### src/rtl/char_pkg.sv
// char_pkg: shared sizes, state encoding and default background colour for the
// glyph flusher and its scan counter.
package char_pkg;

  localparam int GLYPH_W  = 10;
  localparam int GLYPH_H  = 10;
  localparam int COLOUR_W = 6;
  localparam int COORD_W  = 8;

  localparam logic [COLOUR_W-1:0] BG_COLOUR = 6'b000000;

  typedef enum logic [1:0] {
    IDLE  = 2'd0,
    SCAN  = 2'd1,
    DRAIN = 2'd2,
    DONE  = 2'd3
  } state_t;

endpackage

### src/rtl/char_scan_counter.sv
// char_scan_counter: row-major col/row walker over the glyph box.
// Exposes the next cell combinationally so the parent can register its query
// coordinates in lock-step with the counter, plus a flag for the final cell.
module char_scan_counter
  import char_pkg::*;
#(
  parameter int GLYPH_W = char_pkg::GLYPH_W,
  parameter int GLYPH_H = char_pkg::GLYPH_H
) (
  input  logic               i_clk,
  input  logic               i_rst_n,
  input  logic               i_clear,
  input  logic               i_en,
  output logic [COORD_W-1:0] o_col_nxt,
  output logic [COORD_W-1:0] o_row_nxt,
  output logic               o_last
);

  logic [COORD_W-1:0] r_col;
  logic [COORD_W-1:0] r_row;
  logic               w_col_end;
  logic               w_row_end;

  assign w_col_end = (r_col == COORD_W'(GLYPH_W - 1));
  assign w_row_end = (r_row == COORD_W'(GLYPH_H - 1));
  assign o_last    = w_col_end && w_row_end;

  // Next cell in row-major order; wraps to (0,0) after the final cell.
  always_comb begin
    o_col_nxt = w_col_end ? '0 : r_col + COORD_W'(1);
    o_row_nxt = r_row;
    if (w_col_end) begin
      o_row_nxt = w_row_end ? '0 : r_row + COORD_W'(1);
    end
  end

  // Counter state: clear on a new glyph, step only when the scan advances.
  always_ff @(posedge i_clk or negedge i_rst_n) begin
    if (!i_rst_n) begin
      r_col <= '0;
      r_row <= '0;
    end else if (i_clear) begin
      r_col <= '0;
      r_row <= '0;
    end else if (i_en) begin
      r_col <= o_col_nxt;
      r_row <= o_row_nxt;
    end
  end

endmodule

### src/rtl/char_flusher.sv
// char_flusher: walks a glyph box through a combinational glyph LUT and emits
// one-pixel write strobes to the VGA adapter.
// Build option: define CHAR_FLUSH_OPAQUE_EN to strobe every cell, writing
// BG_COLOUR for unlit cells (opaque draw); default is transparent draw.
module char_flusher
  import char_pkg::*;
#(
  parameter int                   GLYPH_W   = char_pkg::GLYPH_W,
  parameter int                   GLYPH_H   = char_pkg::GLYPH_H,
  parameter logic [COLOUR_W-1:0]  BG_COLOUR = char_pkg::BG_COLOUR
) (
  input  logic                clock,
  input  logic                resetn,
  input  logic                start,
  input  logic [COORD_W-1:0]  char_x,
  input  logic [COORD_W-1:0]  char_y,
  input  logic                hold,
  input  logic [COLOUR_W-1:0] glyph_colour,
  input  logic                glyph_enable,
  output logic [COORD_W-1:0]  flush_x,
  output logic [COORD_W-1:0]  flush_y,
  output logic [COORD_W-1:0]  char_x_o,
  output logic [COORD_W-1:0]  char_y_o,
  output logic                plot,
  output logic [COORD_W-1:0]  plot_x,
  output logic [COORD_W-1:0]  plot_y,
  output logic [COLOUR_W-1:0] plot_colour,
  output logic                busy,
  output logic                done
);

`ifdef CHAR_FLUSH_OPAQUE_EN
  localparam bit OPAQUE = 1'b1;
`else
  localparam bit OPAQUE = 1'b0;
`endif

  state_t              r_state;
  logic                r_busy;
  logic                r_done;
  logic [COORD_W-1:0]  r_org_x;
  logic [COORD_W-1:0]  r_org_y;
  logic [COORD_W-1:0]  r_flush_x;
  logic [COORD_W-1:0]  r_flush_y;
  logic                r_pend_valid;
  logic                r_pend_en;
  logic [COORD_W-1:0]  r_pend_x;
  logic [COORD_W-1:0]  r_pend_y;
  logic [COLOUR_W-1:0] r_pend_colour;

  logic                w_accept;
  logic                w_scan_adv;
  logic                w_drain_adv;
  logic                w_last;
  logic [COORD_W-1:0]  w_col_nxt;
  logic [COORD_W-1:0]  w_row_nxt;
  logic                w_cell_en;
  logic [COLOUR_W-1:0] w_cell_colour;

  assign w_accept    = (r_state == IDLE) && start;
  assign w_scan_adv  = (r_state == SCAN) && !hold;
  assign w_drain_adv = (r_state == DRAIN) && !hold;

  // In opaque mode every cell writes; unlit cells take the background colour.
  assign w_cell_en     = glyph_enable || OPAQUE;
  assign w_cell_colour = (glyph_enable || !OPAQUE) ? glyph_colour : BG_COLOUR;

  char_scan_counter #(
    .GLYPH_W (GLYPH_W),
    .GLYPH_H (GLYPH_H)
  ) u_scan (
    .i_clk     (clock),
    .i_rst_n   (resetn),
    .i_clear   (w_accept),
    .i_en      (w_scan_adv),
    .o_col_nxt (w_col_nxt),
    .o_row_nxt (w_row_nxt),
    .o_last    (w_last)
  );

  // State sequencing with registered busy/done and the latched origin.
  always_ff @(posedge clock or negedge resetn) begin
    if (!resetn) begin
      r_state <= IDLE;
      r_busy  <= 1'b0;
      r_done  <= 1'b0;
      r_org_x <= '0;
      r_org_y <= '0;
    end else begin
      case (r_state)
        IDLE: begin
          r_done <= 1'b0;
          if (start) begin
            r_org_x <= char_x;
            r_org_y <= char_y;
            r_busy  <= 1'b1;
            r_state <= SCAN;
          end
        end
        SCAN: begin
          if (!hold && w_last) begin
            r_state <= DRAIN;
          end
        end
        DRAIN: begin
          if (!hold) begin
            r_busy  <= 1'b0;
            r_done  <= 1'b1;
            r_state <= DONE;
          end
        end
        DONE: begin
          r_done  <= 1'b0;
          r_state <= IDLE;
        end
        default: begin
          r_busy  <= 1'b0;
          r_done  <= 1'b0;
          r_state <= IDLE;
        end
      endcase
    end
  end

  // Query registers and the one-deep pixel pipeline; both freeze under hold.
  always_ff @(posedge clock or negedge resetn) begin
    if (!resetn) begin
      r_flush_x     <= '0;
      r_flush_y     <= '0;
      r_pend_valid  <= 1'b0;
      r_pend_en     <= 1'b0;
      r_pend_x      <= '0;
      r_pend_y      <= '0;
      r_pend_colour <= '0;
    end else if (w_accept) begin
      r_flush_x    <= char_x;
      r_flush_y    <= char_y;
      r_pend_valid <= 1'b0;
    end else if (w_scan_adv) begin
      r_flush_x     <= r_org_x + w_col_nxt;
      r_flush_y     <= r_org_y + w_row_nxt;
      r_pend_valid  <= 1'b1;
      r_pend_en     <= w_cell_en;
      r_pend_x      <= r_flush_x;
      r_pend_y      <= r_flush_y;
      r_pend_colour <= w_cell_colour;
    end else if (w_drain_adv) begin
      r_pend_valid <= 1'b0;
    end
  end

  assign flush_x     = r_flush_x;
  assign flush_y     = r_flush_y;
  assign char_x_o    = r_org_x;
  assign char_y_o    = r_org_y;
  assign plot        = r_pend_valid && r_pend_en && !hold;
  assign plot_x      = r_pend_x;
  assign plot_y      = r_pend_y;
  assign plot_colour = r_pend_colour;
  assign busy        = r_busy;
  assign done        = r_done;

endmodule

### config.mk
export PLATFORM = sky130hd
export DESIGN_NAME = char_flusher
export DESIGN_NICKNAME = d
export VERILOG_FILES = /design/src/rtl/char_pkg.sv /design/src/rtl/char_scan_counter.sv /design/src/rtl/char_flusher.sv
export SDC_FILE = /design/constraint.sdc
export NUM_CORES = 1
export LEC_CHECK = 0
export BUFFER_PORTS_ARGS = -buffer_cell sky130_fd_sc_hd__buf_2
export CAP_MARGIN = 40
export CORE_ASPECT_RATIO = 0.7
export CORE_UTILIZATION = 59
export CTS_BUF_LIST = sky130_fd_sc_hd__clkbuf_4 sky130_fd_sc_hd__clkbuf_8 sky130_fd_sc_hd__clkbuf_16
export CTS_CLUSTER_SIZE = 25
export DETAILED_ROUTE_END_ITERATION = 6
export PLACE_DENSITY_LB_ADDON = 0.25
export SLEW_MARGIN = 25
export SYNTH_ARGS = -nofsm -noshare
export SYNTH_HDL_FRONTEND = slang
export SYNTH_SLANG_ARGS = --single-unit
export TNS_END_PERCENT = 50
### constraint.sdc
create_clock -name clock -period 6.5 [get_ports clock]
set_clock_uncertainty 0.2 [all_clocks]
set_input_delay 0.325 -clock clock [delete_from_list [all_inputs] [get_ports clock]]
set_output_delay 0.325 -clock clock [all_outputs]
set_load 0.05 [all_outputs]
* Word-level counts from Yosys, hierarchy flattened *
Index checks and enable logic that the tools add are counted.

word-level totals
  bits of input ports = 27
  output and inout bits = 57
  register bits = 76

operators by class
  add/subtract/negate cells = 4
  reductions and logical operators = 19
  bitwise logic cells = 1
  multiplexer cells = 23
  eq/ne operators = 8

operator list
  kind                                                                      number
  8-bit two-way mux                                                         11
  8-bit by 1-bit adder with 8-bit output (second input constant)            2
  8-bit adder                                                               2
  8-bit by 4-bit == test with 1-bit output (second input constant)          2
  2-bit one-hot mux with 4 select lines                                     1
  1-bit logical AND                                                         7
  1-bit two-way mux                                                         6
  2-bit two-way mux                                                         3
  2-bit AND reduction                                                       3
  3-bit AND reduction                                                       2
  2-bit nonzero test                                                        3
  2-bit == test (second input constant)                                     2
  2-bit inequality test (second input constant)                             2
  1-bit one-hot mux with 2 select lines                                     2
  3-bit nonzero test                                                        1
  2-bit by 1-bit == test with 1-bit output (second input constant)          1
  2-bit logical NOT                                                         1
  2-bit by 1-bit inequality test with 1-bit output (second input constant)  1
  2-bit OR reduction                                                        1
  1-bit logical NOT                                                         1
  1-bit NOT                                                                 1

* Longest topological paths before layout *
Gate-level depths: netlist of the first run.

  word-level depth = 6
  gate-level depth with buffers = 14

* By module *
Synthesis of the first run repeated with hierarchy kept, for this count alone.

unflattened totals
  cells, all modules = 471
  area total of the unflattened synthesis = 4279.1 sq um

by module, submodules not included
  module             area each (sq um)  instances  cells each
  char_flusher       3110.5             1          338
  char_scan_counter  1168.6             1          133

* Worst setup path before layout of the first run *
No wires, ideal clock.

  path type = register -> register
  start = register u_scan.r_col[2]
  end = register r_flush_y[7] (netlist: flush_y[7])
  buffers on the path = 2
  arrival time = 2.812 ns
  path slack = 3.356 ns
  clock period less this slack = 3.144 ns
  library setup time = 0.132 ns
  stages on the path, launching flop included = 13
  cell sequence = dfrtp_1 buf_6 nor4b_4 and3_1 buf_2 mux2_2 ha_1 a21oi_1 o211ai_1 or3_1 a31oi_1 xnor2_1 o21ai_0

between the ends
  longest elaborated chain between the ends = 5

RTL lines
  what                                      line                     text
  start, declared                           char_scan_counter.sv:19  logic [COORD_W-1:0] r_col;
  start signal, assigned                    char_scan_counter.sv:46  r_col <= o_col_nxt;
  8-bit by 4-bit == test with 1-bit output  char_scan_counter.sv:24  assign w_col_end = (r_col == COORD_W'(GLYPH_W - 1));
  8-bit two-way mux                         char_scan_counter.sv:32  if (w_col_end) begin
  8-bit adder                               char_flusher.sv:141      r_flush_y <= r_org_y + w_row_nxt;
  8-bit two-way mux                         char_flusher.sv:139      end else if (w_scan_adv) begin
  8-bit two-way mux                         char_flusher.sv:135      end else if (w_accept) begin
  end signal, assigned                      char_flusher.sv:137      r_flush_y <= char_y;
  end signal, assigned                      char_flusher.sv:141
  end, declared                             char_flusher.sv:44       logic [COORD_W-1:0] r_flush_y;

Every way passes these cells. The select of a mux whose other input is x is not followed.
A chain may end at the register's enable or synchronous reset.

* Worst setup path after layout of the first run *
Ends and elaborated chain as after synthesis.

==> results.toml, run 1 <==
[run_status]
outcome = "finished, final reports clean"

[floorplanning]
die_h_um = 71.63
io_pins = 84
core_area_um2 = 6456
die_area_um2 = 7268
row_count = 24
die_w_um = 101.5
start_util_pct = 63.29

[route]
drcViolationCount = 0
drtAntennaViolNets = 0
wl_per_cell_um = 15.74
routed_wl_um = 9508
dr.pass1.iters = 4
via_per_inst = 5.656
vias = 3416
drt_iter0_markers = 174

[cts]
cts_resized = 0
cts_tree = "done"
clkTransAtPathRegs_ns = 0.07
clock_latency_ns = 0.35
max-clock-path-buffers = 2
cts_buffers = 9
root_buffer = "clkbuf_8"
post_cts_buffers = 0
cts.htree.levels = 3
clock-sinks = 76
cts_hold_buf = 13

[global_routing]
overflow = 0
grt.total_usage_pct = 28.04
grt_max_degree = 40
grt_pass1_wl_um = 15480
antenna_found_initial = 0
first_global_vias = 3271

[run]
maxCapViolations = 0

[worst_setup_path]
r2r_end = "flush_y[7]"
critPathSlowestCell = "dfrtp_1"
r2r_start = "u_scan.r_col[2]"
cp_cell_sequence = "nor4b_4, and3_1, mux2_2, ha_1, a21oi_1, o211ai_1, or3_1, a31oi_1, xnor2_1, o21ai_0"
critical_path.top_delay_family = "simple AND/OR/NAND/NOR gates"
critical_path_buf_inv_count = 0
crit_end = "flush_y[7]"
worst-r2r-cell-count = 10
arrival_ns = 3.46
end_kind = "flip-flop"
r2r_slack_ns = 3.07
path_class = "flip-flop to flip-flop"
startpoint_type = "flip-flop"
cp.required_ns = 6.53
crit_fanout = 12
cpPeakStageDelay_ns = 0.47
crit_start = "u_scan.r_col[2]"
path_depth = 10

[sta]
min_period_ns = 3.433
finalHoldViolCount = 0
rsz0062_at_grt = "false"
setup_violations = 0
tns_ns = 0
slew_viol_final = 0
whs_ns = 0.0005541
fin_crit_sh_pct = 52.82
max_slew_margin_pct = 49.66
fmax_mhz = 291.3
worst_pin_slew_ns = 0.7551

[synth]
synth_area_um2 = 4086
seq_area_frac_synth_pct = 46.54
synth.net_count = 464
yosysWarnings = 0
synthTopCellsByArea = "dfrtp_1 47%, ha_1 6.7%, mux2_2 6.6%, nand2_1 6.5%, xnor2_1 4.7%"
synthCells = 413
yosysTopAreaCell = "dfrtp_1"
async_reset_ff_share_pct = 100.0
ys_ff_latch = 76
synthDistinctLibCells = 43
netlist.area_leader.share_pct = 46.54
ys.flop_type = "dfrtp_1"
synth-edff-count = 0
avgSynthCellArea_um2 = 9.894

[final_layout]
drive_above_1_share_pct = 25.54
regArea_um2 = 1902
antennaDiodeCount = 0
multi_input_area_um2 = 2078
layout.cells.non_filler = 604
fillCellCount = 467
nets = 561
area_delta_synth_final_pct = 20.15
utilization_pct = 76.05

[pwr]
p_leak_nw = 2.574
powerDensity_nw_per_um2 = 339.0
sw_frac_of_total_pct = 44.03
intPower_mw = 0.9315
power_mw = 1.664
switchingPower_mw = 0.7328
pwr-share-comb_pct = 42.0
p_seq_share_pct = 39.3
pwr-share-clk_pct = 18.7
ir_worst_vdd_uv = 215.7

[placed_design]
port_buffers = 83
dp_hpwl_um = 6748
post-place-cells = 574
gp_congestion = 0.9187

[min_path]
hold_class = "input port to flip-flop"
state kept, by name, summed over array words and instances, names as in the netlist, 6 cells and up:
register / cells
u_scan.r_row: 8
flush_x: 8
u_scan.r_col: 8
char_y_o: 8
plot_x: 8
plot_y: 8
char_x_o: 8
flush_y: 8
plot_colour: 6
per-layer routing:
metal | global-route usage, % | wire (µm) | part of all wire, % | vias to the layer above
li1 | - | - | - | 1624
met1 | 38.02 | 4308 | 45 | 1663
met2 | 45.28 | 4549 | 48 | 115
met3 | 7.512 | 500 | 5.3 | 14
met4 | 6.763 | 150 | 1.6 | 0
met5 | 0 | 0 | 0 | -
through the flow:
| stage | area, µm² | setup slack [ns] |
|---|---|---|
| after global placement | 4564 | 3.178 |
| final | 4910 | 3.067 |
| after CTS | 4875 | 3.064 |
| after floorplan | 4086 | 3.356 |
| after detailed placement | 4584 | 3.072 |
| after global routing | 4910 | 2.818 |
power by group through the flow:
stage | combinational [mW] | clock, mW | sequential (mW)
after CTS | 0.698 | 0.315 | 0.652
after floorplan | 0.276 | 0 | 0.906
after detailed placement | 0.692 | 0 | 0.661
after global routing | 0.750 | 0.339 | 0.667
after global placement | 0.672 | 0 | 0.654
final | 0.699 | 0.312 | 0.654
worst min-delay path by stage:
stage | start | to | slack, ns | cells after the start
after floorplan | resetn | busy | -0.17 | 0
after global placement | plot_y[2] | plot_y[2] | 0.28 | 1
after detailed placement | resetn | plot_colour[3] | 0.12 | 1
after CTS | glyph_colour[3] | plot_colour[3] | 0.0002 | 2
after global routing | glyph_enable | r_pend_en | 0.004 | 2
final | char_y[7] | char_y_o[7] | 0.0006 | 3
final cells by class:
cell class,count,area share (%)
well taps,91,2.319
repair buffers,104,12.89
clock buffers,11,2.956
clock inverters,3,0.3058
flip-flops and latches,76,38.74
multi-input cells,313,42.33
inverters,6,0.4587
tightest hold or removal path: stages:
cell     delay, ns
buf_2         0.09
nand2_1       0.04
nand2_1       0.07
placed cells by master, fill, tap and decap left out, types with 2 or more instances in the layout:
cell           netlist  layout
buf_2                4      82
dfrtp_1             76      76
nand2_1             71      71
nor2_1              34      34
o21ai_0             30      30
mux2_2              24      24
xnor2_1             22      22
a21oi_1             22      22
ha_1                22      22
dlygate4sd3_1        0      15
clkbuf_8             0      10
nor3_1               8       8
xor2_1               7       7
nand3_1              7       7
mux2i_1              7       7
and3_1               6       6
inv_1                6       6
nor2b_1              6       6
a31oi_1              5       5
o211ai_1             5       5
buf_4                1       5
and2_1               4       4
a21o_1               4       4
a22oi_1              4       4
or3_1                3       3
clkinv_2             0       3
nand4_1              2       2
nand2b_1             2       2
o2111ai_1            2       2
or4_1                2       2
fa_1                 2       2
synth_stat cells, drive strengths merged (8+ instances only):
| cell type | instances |
|---|---|
| nor3 | 8 |
| nor2 | 34 |
| ha | 22 |
| o21ai | 30 |
| clkbuf | 9 |
| buf | 9 |
| a21oi | 22 |
| nand2 | 71 |
| dfrtp | 76 |
| mux2 | 25 |
| xnor2 | 22 |
logic make-up (layout without fill, tap and decap cells):
family	after synthesis	after routing	synth area share, %
adders and majority gates	24	24	7.716
xor gates and xnor gates	29	29	6.215
and+or+nand+nor	150	150	16.93
muxes	32	32	8.696
buffers and inverters	24	124	2.603
DFF	76	76	46.54
AOI/OAI and AO/OA	78	78	11.30
Power figures use the tool's default switching activity.
==> run 2: changes to the inputs <==
Settings changed: CORE_UTILIZATION 59 to 50.
Clock period 6.5 ns to 3.04 ns, I/O delays scaled along.
==> results.toml, run 2 (synthesized netlist as in run 1, its figures left out) <==
[pwr]
p_leak_nw = 2.868
ir_worst_vdd_uv = 553.9
powerDensity_nw_per_um2 = 775.5

[cts]
max-clock-path-buffers = 2
clkTransAtPathRegs_ns = 0.06
cts.htree.levels = 3
clock-sinks = 76
clock_latency_ns = 0.34
cts_buffers = 9
cts_tree = "done"
root_buffer = "clkbuf_16"

[floorplanning]
row_count = 27
die_h_um = 77.64
io_pins = 84
die_area_um2 = 8544
start_util_pct = 51.69
core_area_um2 = 7905
die_w_um = 110.1

[worst_setup_path]
path_class = "flip-flop to flip-flop"
end_kind = "flip-flop"
critPathSlowestCell = "dfrtp_1"
r2r_slack_ns = -0.08
startpoint_type = "flip-flop"
cp.required_ns = 3.05
worst-r2r-cell-count = 14
crit_end = "flush_y[7]"
crit_fanout = 5
crit_start = "u_scan.r_row[1]"
cpPeakStageDelay_ns = 0.38
cp_cell_sequence = "inv_1, ha_2, nand4bb_4, nor4_4, buf_4, nor2_2, mux2_4, ha_4, a21oi_4, o211ai_1, or3_1, a31oi_2, xnor2_1, o21ai_1"
r2r_end = "flush_y[7]"
arrival_ns = 3.13
r2r_start = "u_scan.r_row[1]"

[sta]
slew_viol_final = 0
rsz0062_at_grt = "true"
setup_ws_ns = -0.07683
max_slew_margin_pct = 55.46
min_period_ns = 3.117
setup_violations = 3
fin_crit_sh_pct = 102.5
fmax_mhz = 320.8
worst_pin_slew_ns = 0.6634
finalHoldViolCount = 0

[final_layout]
antennaDiodeCount = 0
final_area_um2 = 5588
multi_input_area_um2 = 2211
drive_above_1_share_pct = 33.15
area_delta_synth_final_pct = 36.74
fillCellCount = 609
layout_common_cells = "82 x buf_2, 76 x dfrtp_1, 69 x nand2_1"
nets = 601
final_common_cell = "buf_2"
regArea_um2 = 1902

[global_routing]
grt_max_degree = 52
antenna_found_initial = 0
grt_pass1_wl_um = 16900
grt.total_usage_pct = 25.94
first_global_vias = 3535
overflow = 0

[route]
via_per_inst = 5.491
dr.pass1.iters = 4
wl_per_cell_um = 15.82
met1Wirelength_um = 4821
vias = 3602
drcViolationCount = 0
drt_iter0_markers = 136
routed_wl_um = 10380
dr_wl_met2_um = 4937
routed-wl-met3_um = 417
dr.max_layer_used = "met4"
drtAntennaViolNets = 0

[placed_design]
dp_slack_ns = -0.1247
placed_area_um2 = 4821
dp_hpwl_um = 7138
port_buffers = 83
gp_congestion = 0.8404

[min_path]
hold_class = "input port to flip-flop"
hold_start = "start"

[run_status]
outcome = "finished, violations left"
violations = "negative setup slack"

[run]
maxCapViolations = 0
-- run 2: cell count changes in the layout (fill, tap and decap cells not counted), sizes merged --
cell	previous run	this run
buf	89	119
bufinv	0	3
clkinv	3	1
dlygate4sd3	15	25
clkbuf	11	12
-- run 2: what timing repair did --
item                       4_1_cts  5_1_grt
pin swaps                        0       15
hold buffers                    25        0
gates resized for setup          5       23
setup endpoints to repair        3        6
setup buffers                    0        5
hold endpoints to repair       116        0
-- run 2: power by group --
part           switching, mW  total [mW]  internal, mW
logic                   1.12        1.70         0.577
clock network          0.414        1.27         0.855
registers              0.148        1.37          1.22
total                   1.68        4.33          2.65
-- run 2: worst max-delay path: cells and delay by family, from the launching register on --
kind | cells | cell delay [ns]
AND/OR/NAND/NOR | 4 | 0.81
multiplexers | 1 | 0.28
flip-flops | 1 | 0.38
XOR/XNOR | 1 | 0.14
buffers and inverters | 2 | 0.24
AO/OA/AOI/OAI | 4 | 0.53
adder cells (fa/ha/maj) | 2 | 0.41
-- run 2: per-stage QoR --
stage / util [%] / cells / hold slack [ns] / setup TNS (ns) / total power, mW
6_report: 70.69 / 656 / 0.02158 / -0.1768 / 4.333
5_1_grt: 70.69 / 656 / 0.05719 / -0.8128 / 4.548
4_1_cts: 69.01 / 651 / 0.009556 / -0.005294 / 4.293
3_5_place_dp: 60.98 / 610 / -0.1064 / -0.3014 / 2.982
3_3_place_gp: 60.64 / 609 / 0.1550 / 0 / 2.928
2_1_floorplan: - / 413 / -0.3436 / 0 / 2.533
-- run 2: cell type report --
type / instances / area share, %
clock buffer: 12 / 4.657
clock inverter: 4 / 1.702
inverter: 6 / 0.4030
multi-input combinational: 313 / 39.57
sequential: 76 / 34.03
tap: 101 / 2.262
timing repair buffer: 144 / 17.38
-- run 2: how the worst min path moves through the flow --
stage,slack (ns),depth (start not counted),to
3_3_place_gp,0.16,1,busy
5_1_grt,0.06,4,busy
2_1_floorplan,-0.34,0,busy
3_5_place_dp,-0.11,1,plot_colour[5]
4_1_cts,0.01,4,busy
6_report,0.02,4,busy
-- run 2: per-layer routing --
layer  vias to the layer above  track usage, %
li1                       1708               -
met2                        99           42.13
met3                        20           5.966
met5                         -               0
met1                      1775           33.19
met4                         0           10.67
==> run 3: changes to the inputs <==
Settings changed: CTS_BUF_LIST sky130_fd_sc_hd__clkbuf_4 sky130_fd_sc_hd__clkbuf_8 sky130_fd_sc_hd__clkbuf_16 to default.
==> results.toml, run 3 (synthesized netlist as in run 1, its figures left out) <==
[run_status]
outcome = "finished, violations left"
violations = "negative setup slack"

[route]
drtAntennaViolNets = 0
wl_per_cell_um = 15.78
dr.pass1.iters = 4
drt_iter0_markers = 143
routed_wl_um = 10350
vias = 3602
drcViolationCount = 0
via_per_inst = 5.491

[cts]
cts.htree.levels = 3
cts_tree = "done"
cts_buffers = 9
clock-sinks = 76
clock_latency_ns = 0.34
max-clock-path-buffers = 2
root_buffer = "clkbuf_16"
clkTransAtPathRegs_ns = 0.06

[sta]
fin_crit_sh_pct = 102.5
rsz0062_at_grt = "true"
setup_ws_ns = -0.07734
worst_pin_slew_ns = 0.6670
slew_viol_final = 0
fmax_mhz = 320.8
finalHoldViolCount = 0
min_period_ns = 3.117
whs_ns = 0.02156
max_slew_margin_pct = 55.21
setup_violations = 3

[floorplanning]
die_area_um2 = 8544
row_count = 27
io_pins = 84
core_area_um2 = 7905
die_h_um = 77.64
die_w_um = 110.1
start_util_pct = 51.69

[final_layout]
drive_above_1_share_pct = 32.97
nets = 601
final_common_cell = "buf_2"
fillCellCount = 611
regArea_um2 = 1902
final_area_um2 = 5584
layout.cells.non_filler = 656
multi_input_area_um2 = 2211
antennaDiodeCount = 0
layout_common_cells = "82 x buf_2, 76 x dfrtp_1, 69 x nand2_1"
area_delta_synth_final_pct = 36.65

[worst_setup_path]
path_class = "flip-flop to flip-flop"
critPathSlowestCell = "dfrtp_1"
cpPeakStageDelay_ns = 0.38
arrival_ns = 3.13
r2r_end = "flush_y[7]"
crit_fanout = 5
cp.required_ns = 3.05
critical_path_buf_inv_count = 2
end_kind = "flip-flop"
critical_path.top_delay_family = "simple AND/OR/NAND/NOR gates"
r2r_start = "u_scan.r_row[1]"
r2r_slack_ns = -0.08
cp_cell_sequence = "inv_1, ha_2, nand4bb_4, nor4_4, buf_4, nor2_2, mux2_4, ha_4, a21oi_4, o211ai_1, or3_1, a31oi_2, xnor2_1, o21ai_1"
startpoint_type = "flip-flop"
worst-r2r-cell-count = 14

[placed_design]
port_buffers = 83
dp_hpwl_um = 7138
gp_congestion = 0.8404
post-place-cells = 610
dp_slack_ns = -0.1247
placed_area_um2 = 4821

[run]
maxCapViolations = 0

[min_path]
hold_depth = 4
hold_class = "input port to flip-flop"
holdPathEnd = "busy"
hold_start = "start"

[global_routing]
grt_pass1_wl_um = 16900
grt_max_degree = 52
first_global_vias = 3535
antenna_found_initial = 0
grt.total_usage_pct = 25.94
overflow = 0

[pwr]
powerDensity_nw_per_um2 = 774.1
ir_worst_vdd_uv = 553.3
p_leak_nw = 2.865
==> run 3: worst max path at each step <==
| stage | end | cells past startpoint | slack, ns | start |
|---|---|---|---|---|
| finish | flush_y[7] | 14 | -0.08 | u_scan.r_row[1] |
| global route | flush_y[4] | 15 | -0.22 | u_scan.r_row[1] |
| CTS | flush_y[7] | 13 | -0.005 | u_scan.r_col[7] |
| detailed placement | flush_y[7] | 13 | -0.12 | u_scan.r_row[1] |
| global placement | flush_y[6] | 13 | 0.05 | u_scan.r_row[1] |
| floorplan | flush_y[7] | 11 | 0.009 | u_scan.r_col[7] |
==> run 3: power breakdown <==
| group | total [mW] | internal [mW] | switching (mW) | leakage (nW) |
|---|---|---|---|---|
| clock network | 1.26 | 0.846 | 0.414 | 0.173 |
| logic | 1.70 | 0.576 | 1.12 | 1.69 |
| registers | 1.37 | 1.22 | 0.149 | 0.998 |
| total | 4.32 | 2.64 | 1.68 | 2.87 |
==> run 3: metrics by stage <==
stage	power (mW)	util (%)	setup TNS [ns]
global placement	2.928	60.64	0
detailed placement	2.982	60.98	-0.3014
floorplan	2.533	-	0
CTS	4.284	68.96	-0.005294
finish	4.323	70.64	-0.1755
global route	4.539	70.64	-0.8129
==> run 3: layout make-up <==
cell class	count	share of cell area [%]
well taps	101	2.263
clock buffers	12	4.593
multi-input cells	313	39.59
inverters	6	0.4033
repair buffers	144	17.39
clock inverters	4	1.703
flip-flops and latches	76	34.06
==> run 3: metal layers <==
metal,vias up,wire (µm),part of all wire [%],global-route usage (%)
met5,-,0,0,0
met4,0,240,2.3,10.67
met3,22,467,4.5,5.966
met2,109,4910,47,42.13
met1,1763,4736,46,33.19
li1,1708,-,-,-
==> run 3: worst reg2reg max path, stage by stage, from the launching register on <==
cell and delay, ns:
dfrtp_1 0.38, inv_1 0.06, ha_2 0.19, nand4bb_4 0.13, nor4_4 0.27, buf_4 0.18, nor2_2 0.05, mux2_4 0.28
ha_4 0.22, a21oi_4 0.12, o211ai_1 0.11, or3_1 0.37, a31oi_2 0.21, xnor2_1 0.14, o21ai_1 0.09
==> run 3: timing repair <==
action / in CTS / in global routing
resized for setup: 5 / 23
endpoints found under the setup margin: 3 / 6
buffers inserted: 0 / 5
hold buffers: 25 / 0
hold endpoints to repair: 116 / 0
pin swaps: 0 / 15
